`config.mk`:
```
export PLATFORM = sky130hd
export DESIGN_NAME = debug_display_scanner
export DESIGN_NICKNAME = d
export VERILOG_FILES = /design/src/rtl/debug_display_scanner.sv
export SDC_FILE = /design/constraint.sdc
export NUM_CORES = 1
export LEC_CHECK = 0
export ABC_AREA = 1
export CELL_PAD_IN_SITES_DETAIL_PLACEMENT = 0
export CELL_PAD_IN_SITES_GLOBAL_PLACEMENT = 1
export CORE_AREA = 2 2 119 121
export CTS_BUF_LIST = sky130_fd_sc_hd__clkbuf_4 sky130_fd_sc_hd__clkbuf_8
export DETAILED_ROUTE_END_ITERATION = 10
export DIE_AREA = 0 0 121 123
export PLACE_DENSITY = 0.65
export SLEW_MARGIN = 20
export SYNTH_ARGS = -nofsm -noshare
export SYNTH_HDL_FRONTEND = slang
export SYNTH_SLANG_ARGS = --single-unit
export TNS_END_PERCENT = 50
```
`constraint.sdc`:
```
create_clock -name Clk -period 4.1 [get_ports Clk]
set_input_delay 0.615 -clock Clk [delete_from_list [all_inputs] [get_ports Clk]]
set_output_delay 0.615 -clock Clk [all_outputs]
set_load 0.01 [all_outputs]
```
`src/rtl/debug_display_scanner.sv`:
```
// Eight-digit seven-segment scanner for the pipeline debug values: left group shows
// LeftValue, right group RightValue. Optional leading-zero blanking: DISP_LZ_BLANK_EN.
module debug_display_scanner #(
    parameter int REFRESH_DIV = 100000,
    parameter int GUARD       = 16
) (
    input  logic        Clk,
    input  logic        Reset,
    input  logic [15:0] LeftValue,
    input  logic [15:0] RightValue,
    output logic [6:0]  out7,
    output logic [7:0]  en_out,
    output logic        FrameTick
);

    localparam int                PrescW    = (REFRESH_DIV > 1) ? $clog2(REFRESH_DIV) : 1;
    localparam logic [PrescW-1:0] PrescLast = PrescW'(REFRESH_DIV - 1);
    localparam logic [PrescW:0]   GuardLim  = (PrescW + 1)'(GUARD);

    logic [PrescW-1:0] presc;
    logic [2:0]        digit;
    logic [15:0]       shadowL;
    logic [15:0]       shadowR;

    logic        slotEnd;
    logic        frameEnd;
    logic [15:0] groupValue;
    logic [1:0]  nibIdx;
    logic [3:0]  nibble;
    logic        blankDigit;
    logic        inGuard;
    logic [6:0]  segNext;
    logic [7:0]  anodeNext;

    function automatic logic [6:0] hexSeg(input logic [3:0] n);
        logic [6:0] s;
        case (n)
            4'h0:    s = 7'b1000000;
            4'h1:    s = 7'b1111001;
            4'h2:    s = 7'b0100100;
            4'h3:    s = 7'b0110000;
            4'h4:    s = 7'b0011001;
            4'h5:    s = 7'b0010010;
            4'h6:    s = 7'b0000010;
            4'h7:    s = 7'b1111000;
            4'h8:    s = 7'b0000000;
            4'h9:    s = 7'b0010000;
            4'hA:    s = 7'b0001000;
            4'hB:    s = 7'b0000011;
            4'hC:    s = 7'b1000110;
            4'hD:    s = 7'b0100001;
            4'hE:    s = 7'b0000110;
            default: s = 7'b0001110;
        endcase
        return s;
    endfunction

    always_comb begin
        slotEnd    = (presc == PrescLast);
        frameEnd   = slotEnd && (digit == 3'd7);
        groupValue = digit[2] ? shadowL : shadowR;
        nibIdx     = digit[1:0];
        nibble     = groupValue[{nibIdx, 2'b00} +: 4];
`ifdef DISP_LZ_BLANK_EN
        // A digit is dark when it and every higher digit in its group are zero.
        blankDigit = (nibIdx != 2'd0) && ((groupValue >> {nibIdx, 2'b00}) == 16'h0000);
`else
        blankDigit = 1'b0;
`endif
        segNext    = blankDigit ? 7'h7F : hexSeg(nibble);
        inGuard    = ({1'b0, presc} < GuardLim);
        anodeNext  = inGuard ? 8'hFF : ~(8'h01 << digit);
    end

    always_ff @(posedge Clk) begin
        if (Reset) begin
            presc     <= '0;
            digit     <= 3'd0;
            shadowL   <= 16'h0000;
            shadowR   <= 16'h0000;
            out7      <= 7'h7F;
            en_out    <= 8'hFF;
            FrameTick <= 1'b0;
        end else begin
            out7      <= segNext;
            en_out    <= anodeNext;
            FrameTick <= frameEnd;
            if (slotEnd) begin
                presc <= '0;
                digit <= digit + 3'd1;
            end else begin
                presc <= presc + 1'b1;
            end
            // Snapshot once per frame so no digit ever shows a half-updated value.
            if (frameEnd) begin
                shadowL <= LeftValue;
                shadowR <= RightValue;
            end
        end
    end

endmodule
```
### Word-level counts from Yosys, hierarchy flattened

Memory sizes are Yosys's and may differ from the RTL's. A register that Yosys moved wholly into a read port is not among the register bits.
Index checks and enable logic that the tools add are counted.

* shift-type cells: 2
* add/sub/neg operators: 2
* bitwise gates (word level): 1
* multiplexer cells: 1
* reduce and logical (&&, ||, !) cells: 3
* $lt $le $gt $ge: 1
* eq/ne operators: 2

Operators with widths (number)
* adder 17 x 1 -> 17 bit (second input constant): 1
* == test 17 bit (second input constant): 1
* < comparator 17 x 5 -> 1 bit (second input constant): 1
* two-way mux 16 bit: 1
* variable part select 16 x 5 -> 4 bit: 1
* inverter 8 bit: 1
* left shift 1 x 3 -> 8 bit (first input constant): 1
* OR reduction 2 bit: 2
* adder 3 x 1 -> 3 bit (second input constant): 1
* == test 3 bit (second input constant): 1
* logical AND 1 bit: 1

* memories kept: 1
* word-level logic and storage cells: 19
* memory bits (read-only): 112
* input bits: 34
* output and inout port bits: 16
* register bits: 61

Memory list
* (name not given): words 16, bits a word 7, read ports 1, clocked after memory_dff 1, write ports 0, line 37 `case (n)`

### Logic depth before layout (Yosys ltp)

Gate-level depths: netlist (run 1).

* word-level depth: 2
* gate-level depth with buffers: 13

### Least setup slack after synthesis (run 1)

OpenSTA, ideal clock, no wires.

* kind: register to register
* from: register digit[2]
* to: register out7[5]
* clock period less this slack: 1.669 ns
* library setup time: 0.121 ns
* stages on the path, launching flop included: 14
* arrival: 1.548 ns
* setup slack: 2.431 ns
* path through: dfxtp_1 buf_4 inv_2 buf_6 nand2_1 nand3_1 nand3_1 nand2_1 inv_1 ha_1 nand3_1 nand2_1 nand2_1 nand3_1

* longest elaborated chain between the ends: 2

Ends and longest elaborated chain
* start, declared: line 21 `logic [2:0] digit;`
* start signal, assigned: line 90 `digit <= digit + 3'd1;`
* two-way mux 16 bit: line 61 `groupValue = digit[2] ? shadowL : shadowR;`
* variable part select 16 x 5 -> 4 bit: line 63 `nibble = groupValue[{nibIdx, 2'b00} +: 4];`
* end, declared: line 11 `output logic [6:0] out7,`

No other way between the ends.
A chain may end at the register's enable or synchronous reset.

### Final worst setup path (run 1)

* from: register digit[0]
* to: register shadowR[8]

* longest elaborated chain between the ends: 2

Ends and longest elaborated chain
* == test 3 bit: line 60 `frameEnd = slotEnd && (digit == 3'd7);`
* logical AND 1 bit: line 60
* end signal, assigned: line 97 `shadowR <= RightValue;`
* end, declared: line 23 `logic [15:0] shadowR;`

No other way between the ends.

==> results of run 1 <==
## power groups by stage
| stage | sequential (uW) | combinational (uW) | clock, uW |
|---|---|---|---|
| 2_1_floorplan | 685 | 16.3 | 0 |
| 3_3_place_gp | 683 | 58.7 | 0 |
| 3_5_place_dp | 683 | 58.5 | 0 |
| 4_1_cts | 668 | 58.9 | 671 |
| 5_1_grt | 668 | 63.6 | 701 |
| 6_report | 668 | 57.9 | 654 |
## layer usage
metal	vias to the layer above	wire length (um)	track usage, %
met4	0	172	5.81
met1	1327	3610	13.2
met3	15	235	2.21
met5	-	0	0
met2	35	4170	21.0
li1	1576	-	-
## per-stage QoR
stage | worst slack, ns | power [uW] | utilization, % | hold WS [ns] | cell area [um^2]
2_1_floorplan | 2.43 | 701 | - | 0.417 | 3340
3_3_place_gp | 1.52 | 742 | 28.9 | 0.437 | 3930
3_5_place_dp | 1.47 | 742 | 28.9 | 0.440 | 3930
4_1_cts | 1.54 | 1400 | 30.6 | 0.454 | 4160
5_1_grt | 1.36 | 1430 | 30.6 | 0.480 | 4160
6_report | 1.68 | 1380 | 30.6 | 0.448 | 4160
## final cells by class
type	instances	area share (%)
clock inverter	4	1.68
tap	180	5.41
inverter	53	4.78
timing repair buffer	50	12.0
multi-input combinational	349	39.5
sequential	68	32.7
clock buffer	12	3.97
## registers in the layout, summed over array words and instances (netlist names)
signal and count:
shadowL 16, en_out 8, presc 17, shadowR 16, digit 3, FrameTick 1
out7 7
## critical path: cells and delay by family, from the launching register on
| family | cells | cell delay, ns |
|---|---|---|
| simple gates | 3 | 1.18 |
| flops | 1 | 0.63 |
| fa+ha+maj | 2 | 0.51 |
## final timing paths
kind | from | end | slack [ns] | depth (start not counted)
worst max-delay path | digit[0] | shadowR[8] | 1.68 | 5
worst min-delay path | presc[0] | presc[0] | 0.45 | 1
worst max register to register | digit[0] | shadowR[8] | 1.68 | 5
worst min register to register | presc[0] | presc[0] | 0.45 | 1
## cell usage after synthesis (all sizes together)
| library cell | instances | share of area, % |
|---|---|---|
| clkinv | 2 | 0.22 |
| nand4 | 2 | 0.56 |
| dfxtp | 68 | 41 |
| nand2 | 157 | 18 |
| nor3 | 7 | 1.6 |
| nor4 | 1 | 0.19 |
| nor2 | 96 | 12 |
| a211oi | 1 | 0.37 |
| inv | 51 | 5.7 |
| nor3b | 1 | 0.22 |
| clkbuf | 1 | 0.22 |
| nand3 | 55 | 8.7 |
| ha | 12 | 4.5 |
| o21ai | 1 | 0.15 |
| buf | 14 | 3.9 |
| nand3b | 2 | 0.45 |
| xor2 | 4 | 1.0 |
| a21oi | 8 | 1.2 |
| xnor2 | 2 | 0.52 |
## placed cells by master (no fill, tap or decap)
cell type        count
nand4_2              1
ha_1                12
nand2_1            152
bufinv_16            2
nor2_1              90
nor4_1               1
nor2_4               3
dfxtp_1             68
nand2_2              5
nor3b_1              1
nand3_1             52
a211oi_2             1
nand3b_1             2
xor2_1               4
inv_1               48
inv_2                3
clkbuf_8            12
nand4_1              1
clkdlybuf4s50_1     49
o21ai_0              1
nand3_2              3
clkinv_2             2
clkinv_1             2
nor3_2               4
buf_4                1
nor2_2               3
a21oi_1              8
nor3_1               3
xnor2_1              2
## cells by family (layout without fill, tap and decap cells)
logic type	count (synthesis)	count (layout)	synth area share, %
compound gates	10	10	1.72
xor+xnor	6	6	1.57
fa+ha+maj	12	12	4.49
buf+inv	68	119	10.0
flops	68	68	40.7
simple gates	321	321	41.4
==> results.yml, run 1 <==
timing:
  clock_skew_ns: 0.00913
  period_minus_slack_ns: 2.42
  finish_stage_setup_viols: 0
  slew_viol_final: 0
  timing.fmax_mhz: 412
  timing_hold_violations_final: 0
  rsz0062_at_grt: "false"
  timing.setup.tns_ns: 0
  worst_slew_margin_rel_pct: 42.6
  worst_tran_pin_value_ns: 0.859
  min_period_over_period_pct: 59.1
clock_tree:
  postcts_resize_cnt: 0
  ctsHtreeMaxLevel: 3
  cts.repair_timing.setup_buffer_count: 0
  cts_buf_count: 9
  clock_tree.root_cell: "clkbuf_8"
  post_cts_hold_buffer_count: 0
  clock_sink_count: 68
  cts.reportedPaths.clkPinSlew_ns: 0.08
  clock_path_buffers: 2
  tritoncts_clock_tree: "done"
  clkLatencyLatePin_ns: 0.36
layout:
  final_cell_count_no_fill: 716
  post_route_cells_drive_above_1_share_pct: 7.46
  layout.filler_cells: 1460
  multi_input_area_mm2: 0.00165
  flow.area_growth_from_synthesis_pct: 24.6
  n_antenna_cell: 0
  area.sequential_mm2: 0.00136
  layout.nets: 577
global_routing:
  grt_start_max_net_pins: 34
  vias_in_the_first_global_route: 2937
  grt_util_all_layers_pct: 11.7
  global_route.overflow_total: 0
  grt_first_pass_wirelength_mm: 13.5
  antenna_found_initial: 0
pwr:
  irDropWorstVdd_mv: 0.121
  power.share.clock_pct: 47.4
  power_switching_uw: 287
  internal_power_uw: 1090
  combinationalPowerShare_pct: 4.2
  cellPowerDensity_mw_per_mm2: 331
  cellLeakagePower_uw: 0.00190
  swShare_pct: 20.8
  pwr-share-seq_pct: 48.4
worst_setup_path:
  worst-path-max-fanout: 33
  worst_path_max_delay_cell: "nand4_2"
  critPathRequiredTime_ns: 4.35
  element_type_at_the_critical_path_end: "flop"
  worstSetupStartpointType: "flop"
  cp_slowest_stage_delay_ns: 0.70
  worstSetupPathType: "reg2reg"
  crit_chain: "ha_1 > ha_1 > nand4_2 > nor2_1 > nor2_1"
  cp.arrival_ns: 2.67
yosys:
  syn-num-nets: 531
  synthesis.area_mm2: 0.00334
  syn-mean-instance-area_um2: 6.89
  synth.lib_cells_used.distinct: 28
  yosys_register_bits: 68
  synth.yosys.warnings: 0
  syn_inst: 485
  seq_area_frac_synth_pct: 40.7
drt:
  vias: 2953
  vias_per_cell: 4.12
  drt-initial-drc-count: 127
  post_drt_wl_per_cell_um: 11.4
  detail_route.wirelength_mm: 8.18
  drtPass1Iterations: 4
  drc: 0
  postRouteAntennaNets: 0
floorplanning:
  initial_util_pct: 24.6
  die_w_um: 121
  pin_count: 50
  std_cell_rows: 43
  design.die.area_mm2: 0.0149
  floorplan.die.height_um: 123
  design.core.area_mm2: 0.0136
status:
  run_status: "finished clean"
place:
  detailedPlacementHpwl_mm: 5.95
  port-buffer-count: 49
  dpl.cell_count: 700
  routabilityCongestion: 0.747
min_path:
  hold_removal_path_class: "reg2reg"
job:
  cap_violations: 0
(Power assumes the default switching activity.)
==> run 2, diff against run 1 <==
==> constraint.sdc (replaced) <==
create_clock -name Clk -period 2.3 [get_ports Clk]
set_input_delay 0.345 -clock Clk [delete_from_list [all_inputs] [get_ports Clk]]
set_output_delay 0.345 -clock Clk [all_outputs]
set_load 0.01 [all_outputs]
==> run 2 against run 1 <==
Cell count increased by 0.70%. First-iteration DRC count rose by 83%. Sequential share of layout area is essentially flat. Wire length down 0.11%. Clock skew is 0.0023 ns lower. Power is 65% higher. Maximum frequency rose by 26%. Non-clock buffer count is 5 higher. Sequential cell count is the same. Clock-buffer cell count decreased by 3. Clock power up 50%. Critical endpoint is now shadowL[8].
==> results.yml, run 2 (synthesis results as in run 1) <==
drt:
  post_drt_wl_per_cell_um: 11.3
  drt-initial-drc-count: 233
  drc: 0
  vias_per_cell: 4.13
  drtPass1Iterations: 4
  vias: 2975
  postRouteAntennaNets: 0
  detail_route.wirelength_mm: 8.17
floorplanning:
  pin_count: 50
  design.core.area_mm2: 0.0136
  die_w_um: 121
  std_cell_rows: 43
  initial_util_pct: 24.6
  floorplan.die.height_um: 123
  design.die.area_mm2: 0.0149
pwr:
  cellLeakagePower_uw: 0.00189
  power_switching_uw: 530
  swShare_pct: 23.3
  pwr-share-seq_pct: 52.3
  cellPowerDensity_mw_per_mm2: 548
  power.share.clock_pct: 43.1
  report.power.total_uw: 2280
  combinationalPowerShare_pct: 4.6
  irDropWorstVdd_mv: 0.301
  internal_power_uw: 1750
clock_tree:
  clock_tree.root_cell: "clkbuf_8"
  cts.reportedPaths.clkPinSlew_ns: 0.07
  postcts_resize_cnt: 0
  post_cts_hold_buffer_count: 0
  clock_sink_count: 68
  ctsHtreeMaxLevel: 3
  clock_path_buffers: 2
  clkLatencyLatePin_ns: 0.35
  cts.repair_timing.setup_buffer_count: 0
  tritoncts_clock_tree: "done"
  cts_buf_count: 9
place:
  placement.cell_area_mm2: 0.00397
  detailedPlacementHpwl_mm: 5.99
  routabilityCongestion: 0.749
  port-buffer-count: 49
min_path:
  hold_removal_path_class: "reg2reg"
  timing.hold.worst.start: "presc[0]"
layout:
  largest_registers: "presc: 17 flops, shadowL: 16 flops, shadowR: 16 flops"
  post_route_cells_drive_above_1_share_pct: 8.32
  most-common-layout-cells: "nand2_1 (152), nor2_1 (90), dfxtp_1 (68)"
  final_cell_area_mm2: 0.00416
  flow.area_growth_from_synthesis_pct: 24.4
  commonest_non_fill_non_tap_cell_in_the_layout: "nand2_1"
  layout.nets: 582
  largest_reg_flops: 17
  top_register: "presc"
  layout.filler_cells: 1489
  n_antenna_cell: 0
worst_setup_path:
  element_type_at_the_critical_path_end: "flop"
  critPathRequiredTime_ns: 2.59
  worst-path-max-fanout: 32
  worst_r2r_startpoint: "presc[0]"
  worstSetupPathType: "reg2reg"
  cp.arrival_ns: 2.22
  worstSetupStartpointType: "flop"
  setup.worst_path.start: "presc[0]"
status:
  run_status: "finished clean"
timing:
  timing_hold_violations_final: 0
  clock_skew_ns: 0.00679
  period_minus_slack_ns: 1.93
  worst_slew_margin_rel_pct: 55.3
  slew_viol_final: 0
  min_period_over_period_pct: 84.0
  rsz0062_at_grt: "false"
  finish_stage_setup_viols: 0
  timing.hold.ws_ns: 0.453
  worst_tran_pin_value_ns: 0.670
  timing.fmax_mhz: 518
  timing.setup.tns_ns: 0
global_routing:
  grt_start_max_net_pins: 34
  vias_in_the_first_global_route: 3033
  grt_first_pass_wirelength_mm: 13.6
  grt_util_all_layers_pct: 11.6
  antenna_found_initial: 0
  global_route.overflow_total: 0
job:
  cap_violations: 0
## run 2: cell count changes in the layout (fill, tap and decap cells not counted), sizes merged
cell      previous run  this run
clkinv               4         5
clkinvlp             0         3
bufinv               2         1
buf                  1         6
clkbuf              12         9
## run 2: metrics by stage
stage	util, %	setup WS, ns	std cells
finish	30.5	0.369	721
floorplan	-	0.631	485
global placement	29.1	0.411	705
CTS	30.5	0.330	721
detailed placement	29.1	0.353	705
global route	30.5	0.111	721
## run 2: power by group through the flow
stage	Combinational, uW	Clock (uW)	Sequential (uW)
2_1_floorplan	29.0	0	1220
3_3_place_gp	106	0	1220
3_5_place_dp	106	0	1220
4_1_cts	107	1020	1190
5_1_grt	115	1060	1190
6_report	105	981	1190
## run 2: per-layer routing
metal  vias up  part of all wire [%]  global-route usage (%)
met5         -                     0                       0
met4         0                   1.9                    4.29
met3        15                   3.2                    2.86
met2        45                    50                    21.1
met1      1328                    44                    13.2
li1       1587                     -                       -
## run 2: worst max-delay path, stage by stage (launching register included)
cell      delay, ns
dfxtp_1        0.36
ha_1           0.18
nand2_1        0.06
clkinv_1       0.07
nand2_1        0.10
nor2_1         0.17
nand3_2        0.55
nand2_1        0.23
nand2_1        0.07
nor2_1         0.09
## run 2: final timing paths
check / end / slack, ns / cells after the start
max reg2reg: shadowL[8] / 0.37 / 9
min: presc[0] / 0.45 / 1
min reg2reg: presc[0] / 0.45 / 1
max: shadowL[8] / 0.37 / 9
## run 2: cell type report
cell class | instances | area [um^2] | share of cell area [%]
clock buffer | 9 | 124 | 2.98
clock inverter | 7 | 67.6 | 1.63
inverter | 53 | 199 | 4.78
multi-input combinational | 349 | 1650 | 39.6
sequential | 68 | 1360 | 32.7
tap | 180 | 225 | 5.42
timing repair buffer | 55 | 536 | 12.9
